$ cat src/rtl/counter_ctrl.sv
// rtl/counter_ctrl.sv - start/stop terminal counter with one-shot and periodic modes
// Optional clock prescaler on advance cycles: define COUNTER_CTRL_PRESCALE_EN.
module counter_ctrl #(
    parameter int WIDTH = 8
) (
    input  logic             clk,
    input  logic             reset,
    input  logic             start,
    input  logic             stop,
    input  logic             mode,
    input  logic [WIDTH-1:0] limit,
`ifdef COUNTER_CTRL_PRESCALE_EN
    input  logic [3:0]       presc,
`endif
    output logic [WIDTH-1:0] count,
    output logic             busy,
    output logic             tick,
    output logic             done
);

    typedef enum logic [1:0] {
        IDLE = 2'd0,
        RUN  = 2'd1,
        HOLD = 2'd2
    } state_t;

    state_t           state_q;
    logic [WIDTH-1:0] count_q;
    logic [WIDTH-1:0] limit_q;
    logic             mode_q;
    logic             busy_q;
    logic             tick_q;
    logic             done_q;
    logic             advance;
    logic             at_limit;

    assign at_limit = (count_q == limit_q);

`ifdef COUNTER_CTRL_PRESCALE_EN
    logic [3:0] presc_q;
    logic [3:0] div_q;
    logic [3:0] div_d;

    assign advance = (state_q == RUN) && (div_q == presc_q);

    always_comb begin
        div_d = div_q;
        if (state_q == RUN) begin
            div_d = (div_q == presc_q) ? 4'd0 : div_q + 4'd1;
        end
        if (stop || start) begin
            div_d = 4'd0;
        end
    end

    always_ff @(posedge clk or negedge reset) begin
        if (!reset) begin
            presc_q <= 4'd0;
            div_q   <= 4'd0;
        end else begin
            div_q <= div_d;
            if (start && !stop) begin
                presc_q <= presc;
            end
        end
    end
`else
    assign advance = (state_q == RUN);
`endif

    // stop outranks start, and both outrank a terminal event in the same cycle
    always_ff @(posedge clk or negedge reset) begin
        if (!reset) begin
            state_q <= IDLE;
            count_q <= '0;
            limit_q <= '0;
            mode_q  <= 1'b0;
            busy_q  <= 1'b0;
            tick_q  <= 1'b0;
            done_q  <= 1'b0;
        end else begin
            tick_q <= 1'b0;
            if (stop) begin
                state_q <= IDLE;
                count_q <= '0;
                busy_q  <= 1'b0;
                done_q  <= 1'b0;
            end else if (start) begin
                state_q <= RUN;
                limit_q <= limit;
                mode_q  <= mode;
                count_q <= '0;
                busy_q  <= 1'b1;
                done_q  <= 1'b0;
            end else if (advance) begin
                if (at_limit) begin
                    tick_q <= 1'b1;
                    if (mode_q) begin
                        count_q <= '0;
                    end else begin
                        state_q <= HOLD;
                        busy_q  <= 1'b0;
                        done_q  <= 1'b1;
                    end
                end else begin
                    count_q <= count_q + 1'b1;
                end
            end
        end
    end

    assign count = count_q;
    assign busy  = busy_q;
    assign tick  = tick_q;
    assign done  = done_q;

endmodule
$ cat config.mk
export PLATFORM = sky130hd
export DESIGN_NAME = counter_ctrl
export DESIGN_NICKNAME = d
export VERILOG_FILES = /design/src/rtl/counter_ctrl.sv
export SDC_FILE = /design/constraint.sdc
export NUM_CORES = 1
export LEC_CHECK = 0
export ABC_AREA = 1
export CORE_MARGIN = 2
export CORE_UTILIZATION = 49
export CTS_BUF_LIST = sky130_fd_sc_hd__clkbuf_16
export DETAILED_ROUTE_END_ITERATION = 6
export MAX_ROUTING_LAYER = met4
export PLACE_DENSITY_LB_ADDON = 0.15
export SYNTH_ARGS = -nofsm -noshare
export SYNTH_HDL_FRONTEND = slang
export SYNTH_SLANG_ARGS = --single-unit
$ cat constraint.sdc
create_clock -name clk -period 1.3 [get_ports clk]
set_input_delay 0.26 -clock clk [delete_from_list [all_inputs] [get_ports clk]]
set_output_delay 0.26 -clock clk [all_outputs]
set_load 0.005 [all_outputs]
---- Yosys cells after proc, flatten, opt, wreduce, memory -nomap -nowiden ----
Index checks and enable logic that the tools add are counted.
Widths: inputs -> output; s select.
operators by class
  bitwise logic cells ..................... 1
  eq/ne operators ......................... 4
  multipliers ............................. 0
  reduce and logical (&&, ||, !) cells .... 5
  magnitude comparators ................... 0
  shift-type cells ........................ 0
  muxes and demuxes ....................... 24
  $add $sub $neg .......................... 1
  divide/modulo/power cells ............... 0
operators with widths
  kind                 number
  $mux 8               5
  $mux 1               14
  $mux 2               5
  $add 8x1->8 const B  1
  $eq 8x8->1           1
  $reduce_bool 3->1    2
  $ne 4x4->1 const B   1
  $reduce_and 2->1     2
  $ne 3x3->1 const B   1
  $reduce_and 3->1     1
  $eq 2x1->1 const B   1
  $not 1->1            1
word-level totals
  word-level logic and storage cells ...... 42
  output and inout bits ................... 11
  memories kept ........................... 0
  bits in latches ......................... 0
  bits in registers ....................... 22
  memory bits (read-only) ................. 0
  input bits .............................. 13
  RAM bits ................................ 0

---- Logic depth before layout (Yosys ltp) ----
  depth in word-level cells ............... 5
  mapped depth ............................ 10
  mapped depth without buffers ............ 10

---- Worst setup path after synthesis ----
Ideal clock, no wire load.
  kind .................................... register -> register
  start point ............................. register count_q[3], in the netlist count[3]
  end point ............................... register count_q[5], in the netlist count[5]
  period minus slack after synthesis ...... 1.256 ns
  stages on the path, launching flop included .. 9
  path buffers ............................ 0
  data required time ...................... 1.182 ns
  setup time .............................. 0.118 ns
  arrival ................................. 1.139 ns
  path slack .............................. 0.044 ns
  path through ............................ dfrtp_1 -> xnor2_1 -> nand2_2 -> nor2_1 -> nand3_1 -> nand2_2 -> inv_1 -> nand2_1 -> nand2_1
between the ends
  cells in the longest elaborated chain, start to end .. 5
  elaborated cells on any way between the ends .. 8
  those cells by class .................... add/sub (1); eq/ne (2); mux (4); reduce/logical (1)
ends and longest elaborated chain
  what                                              line     text
  start, declared                                   28       logic [WIDTH-1:0] count_q;
  start signal, assigned                            106      count_q <= count_q + 1'b1;
  $add 8x1->8 / $eq 8x8->1 (equally long branches)  106, 37
  $mux 8                                            96       if (at_limit) begin
  $mux 8                                            95       end else if (advance) begin
  $mux 8                                            88       end else if (start) begin
  $mux 8                                            83       if (stop) begin
Several ways; a longest one is shown, not always the timed one. The select of a mux whose other input is x is not followed.
A chain may end at the register's enable or synchronous reset.

---- Worst setup path in the final report ----
  start point ............................. register limit_q[6]
  end point ............................... register state_q[0]
between the ends
  cells in the longest elaborated chain, start to end .. 3
ends and longest elaborated chain
  what                                line  text
  start, declared                     29    logic [WIDTH-1:0] limit_q;
  start signal, assigned              90    limit_q <= limit;
  $eq 8x8->1                          37    assign at_limit = (count_q == limit_q);
  $reduce_bool 3->1 (no source line)  --
  $reduce_and 3->1 (no source line)   --
  end signal, assigned                74    state_q <= IDLE;
  end signal, assigned                84    state_q <= IDLE;
  end signal, assigned                89    state_q <= RUN;
  end, declared                       27    state_t state_q;
Every way passes these cells.

==> impl_metrics.csv <==
group,metric,value,unit
cells_and_area,area_added_between_synthesis_and_finish,76.3,%
floorplanning,io-pin-count,24,
setup_path,critical_path.slowest_cell,"sky130_fd_sc_hd__dfrtp_1",
routing,met2_length,2.09,mm
setup_path,crit_path_end_kind,"flip-flop",
sta,setup-violations-final,12,
placed_design,gpl.final_weighted_congestion,0.861,
min_path,worstHoldPathType,"in2async",
global_route,grt_max_degree,21,
cells_and_area,finish.net_count,212,
cells_and_area,final_layout_size_suffix_gt1_share,46.2,%
placed_design,placement.cell_area,1510,sq um
sta,worst_slew_pin_slew,271,ps
floorplanning,floorplan.die.width,51.0,um
sta,finalClockSkew,2.94,ps
setup_path,cp_top_family,"simple AND/OR/NAND/NOR gates",
placed_design,hpwlAfterDp,2.00,mm
outcome,outcome,"complete, but fails checks",
routing,dr.max_layer_used,"met4",
routing,routed_wirelength,4.00,mm
routing,wl_met3,255,um
yosys,postSynthCellCount,134,
yosys,synth_warnings,0,
yosys,ys_ff_latch,20,
yosys,syn_area,1080,sq um
setup_path,reg2reg_setup_slack,-180,ps
setup_path,r2r.worst_path.cells,7,
setup_path,timing.critical_path.fanout_max,2,
routing,drtIter0Drc,38,
setup_path,r2r_start,"limit_q[6]",
flow_run,max_cap_viol_count,0,
routing,detail_route.wirelength.met1,1.53,mm
sta,finalWorstSetupSlack,-177,ps
pwr,power_per_cell_area,884,nW/um^2
setup_path,timing.rr.end,"state_q[0]",
global_route,grt.overflow.total,0,
yosys,synthesis.area_per_instance,8.08,sq um
setup_path,timing.critical_path.required,1440,ps
routing,drcViolationCount,0,
cells_and_area,diodes,0,
yosys,syn_nets,148,
sta,timing.final.hold_violations,0,
cells_and_area,instances_no_fill,225,
pwr,power_leakage,0.956,nW
floorplanning,coreArea,2150,sq um
setup_path,cp-startpoint,"limit_q[6]",
pwr,vdd.ir_drop.worst,0.830,mV
setup_path,timing.critical_path.slowest_cell_delay,410,ps
sta,final_slew_violations,0,
sta,worst_hold_slack,353,ps
clocking,tritoncts_clock_tree,"built",
global_route,grt_pass1_vias,1127,
setup_path,worst-setup-path-type,"reg2reg",
placed_design,port-buffer-count,23,
global_route,grt_pass1_wl,5.25,mm
routing,drt-wirelength-per-cell,17.8,um
cells_and_area,final_core_util,88.8,%
sta,grt_setup_unrepaired,"true",
sta,timing.final.crit_period,1480,ps
global_route,antenna_violations_before_repair,0,
clocking,tritoncts_num_sinks,20,
setup_path,crit_path_start_kind,"flip-flop",
clocking,clkLatencyLatePin,250,ps
routing,routed_via_density,5.49,
yosys,yosys.cell_types.count,19,
floorplanning,die_height,51.0,um
clocking,cts_htree_levels,1,
cells_and_area,final_non_filler_cell_area,1910,sq um
routing,num_vias,1235,
setup_path,crit_arrival,1620,ps
clocking,cts_root_buffer,"sky130_fd_sc_hd__clkbuf_16",
sta,max-slew-margin-rel,81.9,%
setup_path,crit_buf_inv,1,
placed_design,numPlacedInstances,206,
routing,route.antenna.remaining_nets,0,
clocking,cts_buffer_depth,2,
sta,highest_achievable_clock_rate,677,MHz
routing,drt_pass1_iterations,4,
floorplanning,die_area,2600,sq um
sta,min_period_over_period,114,%
clocking,cts.clk_slew.worst_paths,60,ps
floorplanning,floorplan.initialDensity,50.4,%
clocking,cts_made_buffers,3,
global_route,grt.total_usage,28.7,%
outcome,failed_checks,"negative setup slack",
floorplanning,fp-row-count,17,
yosys,seq_area_frac_synth,46.2,%
setup_path,timing.critical_path.cells,"xnor2_1 > nand2_2 > nor2_4 > buf_6 > nand4_1 > nand3_1 > nand2_1",
-- worst max-delay path by stage --
stage | to | slack [ps] | depth (start not counted)
global route | state_q[0] | -250 | 9
finish | state_q[0] | -180 | 7
CTS | count[5] | -100 | 8
floorplan | count[5] | 40 | 8
detailed placement | limit_q[2] | -190 | 4
global placement | count[4] | -140 | 8
-- what timing repair did --
action	4_1_cts	5_1_grt
gates cloned	1	0
resized for setup	42	29
pin swaps	19	26
setup buffers	8	6
hold buffers	0	0
setup endpoints to repair	21	12
-- flip-flops by register name, summed over array words and instances (netlist names) --
signal	cells
state_q	2
tick	1
count	8
mode_q	1
limit_q	8
-- cells by family (layout without fill, tap and decap cells) --
family,count (synthesis),count (layout),share of synthesized area [%]
flops,20,20,46.2
xor+xnor,8,8,6.47
compound gates,7,7,3.24
fa+ha+maj,1,1,1.16
buf+inv,19,81,6.70
simple gates,76,77,33.1
mux,3,3,3.12
-- synth_stat cells (all sizes together) --
cell / n / area [sq um]
a21oi: 7 / 35.0
buf: 1 / 5.00
dfrtp: 20 / 500
ha: 1 / 12.5
inv: 18 / 67.6
mux2: 3 / 33.8
nand2: 37 / 156
nand3: 16 / 80.1
nand4: 2 / 12.5
nor2: 17 / 86.3
nor3: 2 / 10.0
or2: 2 / 12.5
xnor2: 3 / 26.3
xor2: 5 / 43.8
-- power breakdown --
group,leakage (nW),switching (mW),internal (mW),total [mW]
combinational,0.672,0.189,0.152,0.340
clock,0.0385,0.237,0.410,0.647
sequential,0.245,0.0339,0.665,0.699
-- cell type report --
type	count	area, sq um
timing repair buffer	59	524
clock inverter	1	3.75
inverter	18	70.1
clock buffer	3	75.1
fill	99	240
multi-input combinational	96	694
tap	28	35.0
sequential	20	505
-- per-layer routing --
layer	track usage [%]	up-vias
met4	7.66	0
met2	50.6	74
li1	-	543
met5	-	-
met1	34.5	598
met3	3.51	20
-- cell usage in the layout (no fill, tap or decap), types with 5 or more instances in the layout --
| cell type | count |
|---|---|
| sky130_fd_sc_hd__inv_2 | 6 |
| sky130_fd_sc_hd__nand2_2 | 8 |
| sky130_fd_sc_hd__nor2_4 | 6 |
| sky130_fd_sc_hd__nand3_2 | 8 |
| sky130_fd_sc_hd__a21oi_1 | 7 |
| sky130_fd_sc_hd__nand3_1 | 6 |
| sky130_fd_sc_hd__clkdlybuf4s50_1 | 12 |
| sky130_fd_sc_hd__buf_6 | 11 |
| sky130_fd_sc_hd__buf_4 | 26 |
| sky130_fd_sc_hd__nor2_1 | 10 |
| sky130_fd_sc_hd__dfrtp_1 | 16 |
| sky130_fd_sc_hd__nand2_1 | 25 |
| sky130_fd_sc_hd__inv_1 | 11 |
| sky130_fd_sc_hd__dlygate4sd2_1 | 8 |
| sky130_fd_sc_hd__nand2_4 | 5 |
-- stage by stage --
| step | setup TNS, ps | worst slack (ps) | power (mW) |
|---|---|---|---|
| after global routing | -1850 | -249 | 1.73 |
| after detailed placement | -2790 | -188 | 0.953 |
| after global placement | -1840 | -141 | 0.938 |
| final | -1160 | -177 | 1.69 |
| after CTS | -457 | -100 | 1.63 |
| after floorplan | 0 | 43.6 | 0.825 |
Power figures use the tool's default switching activity.
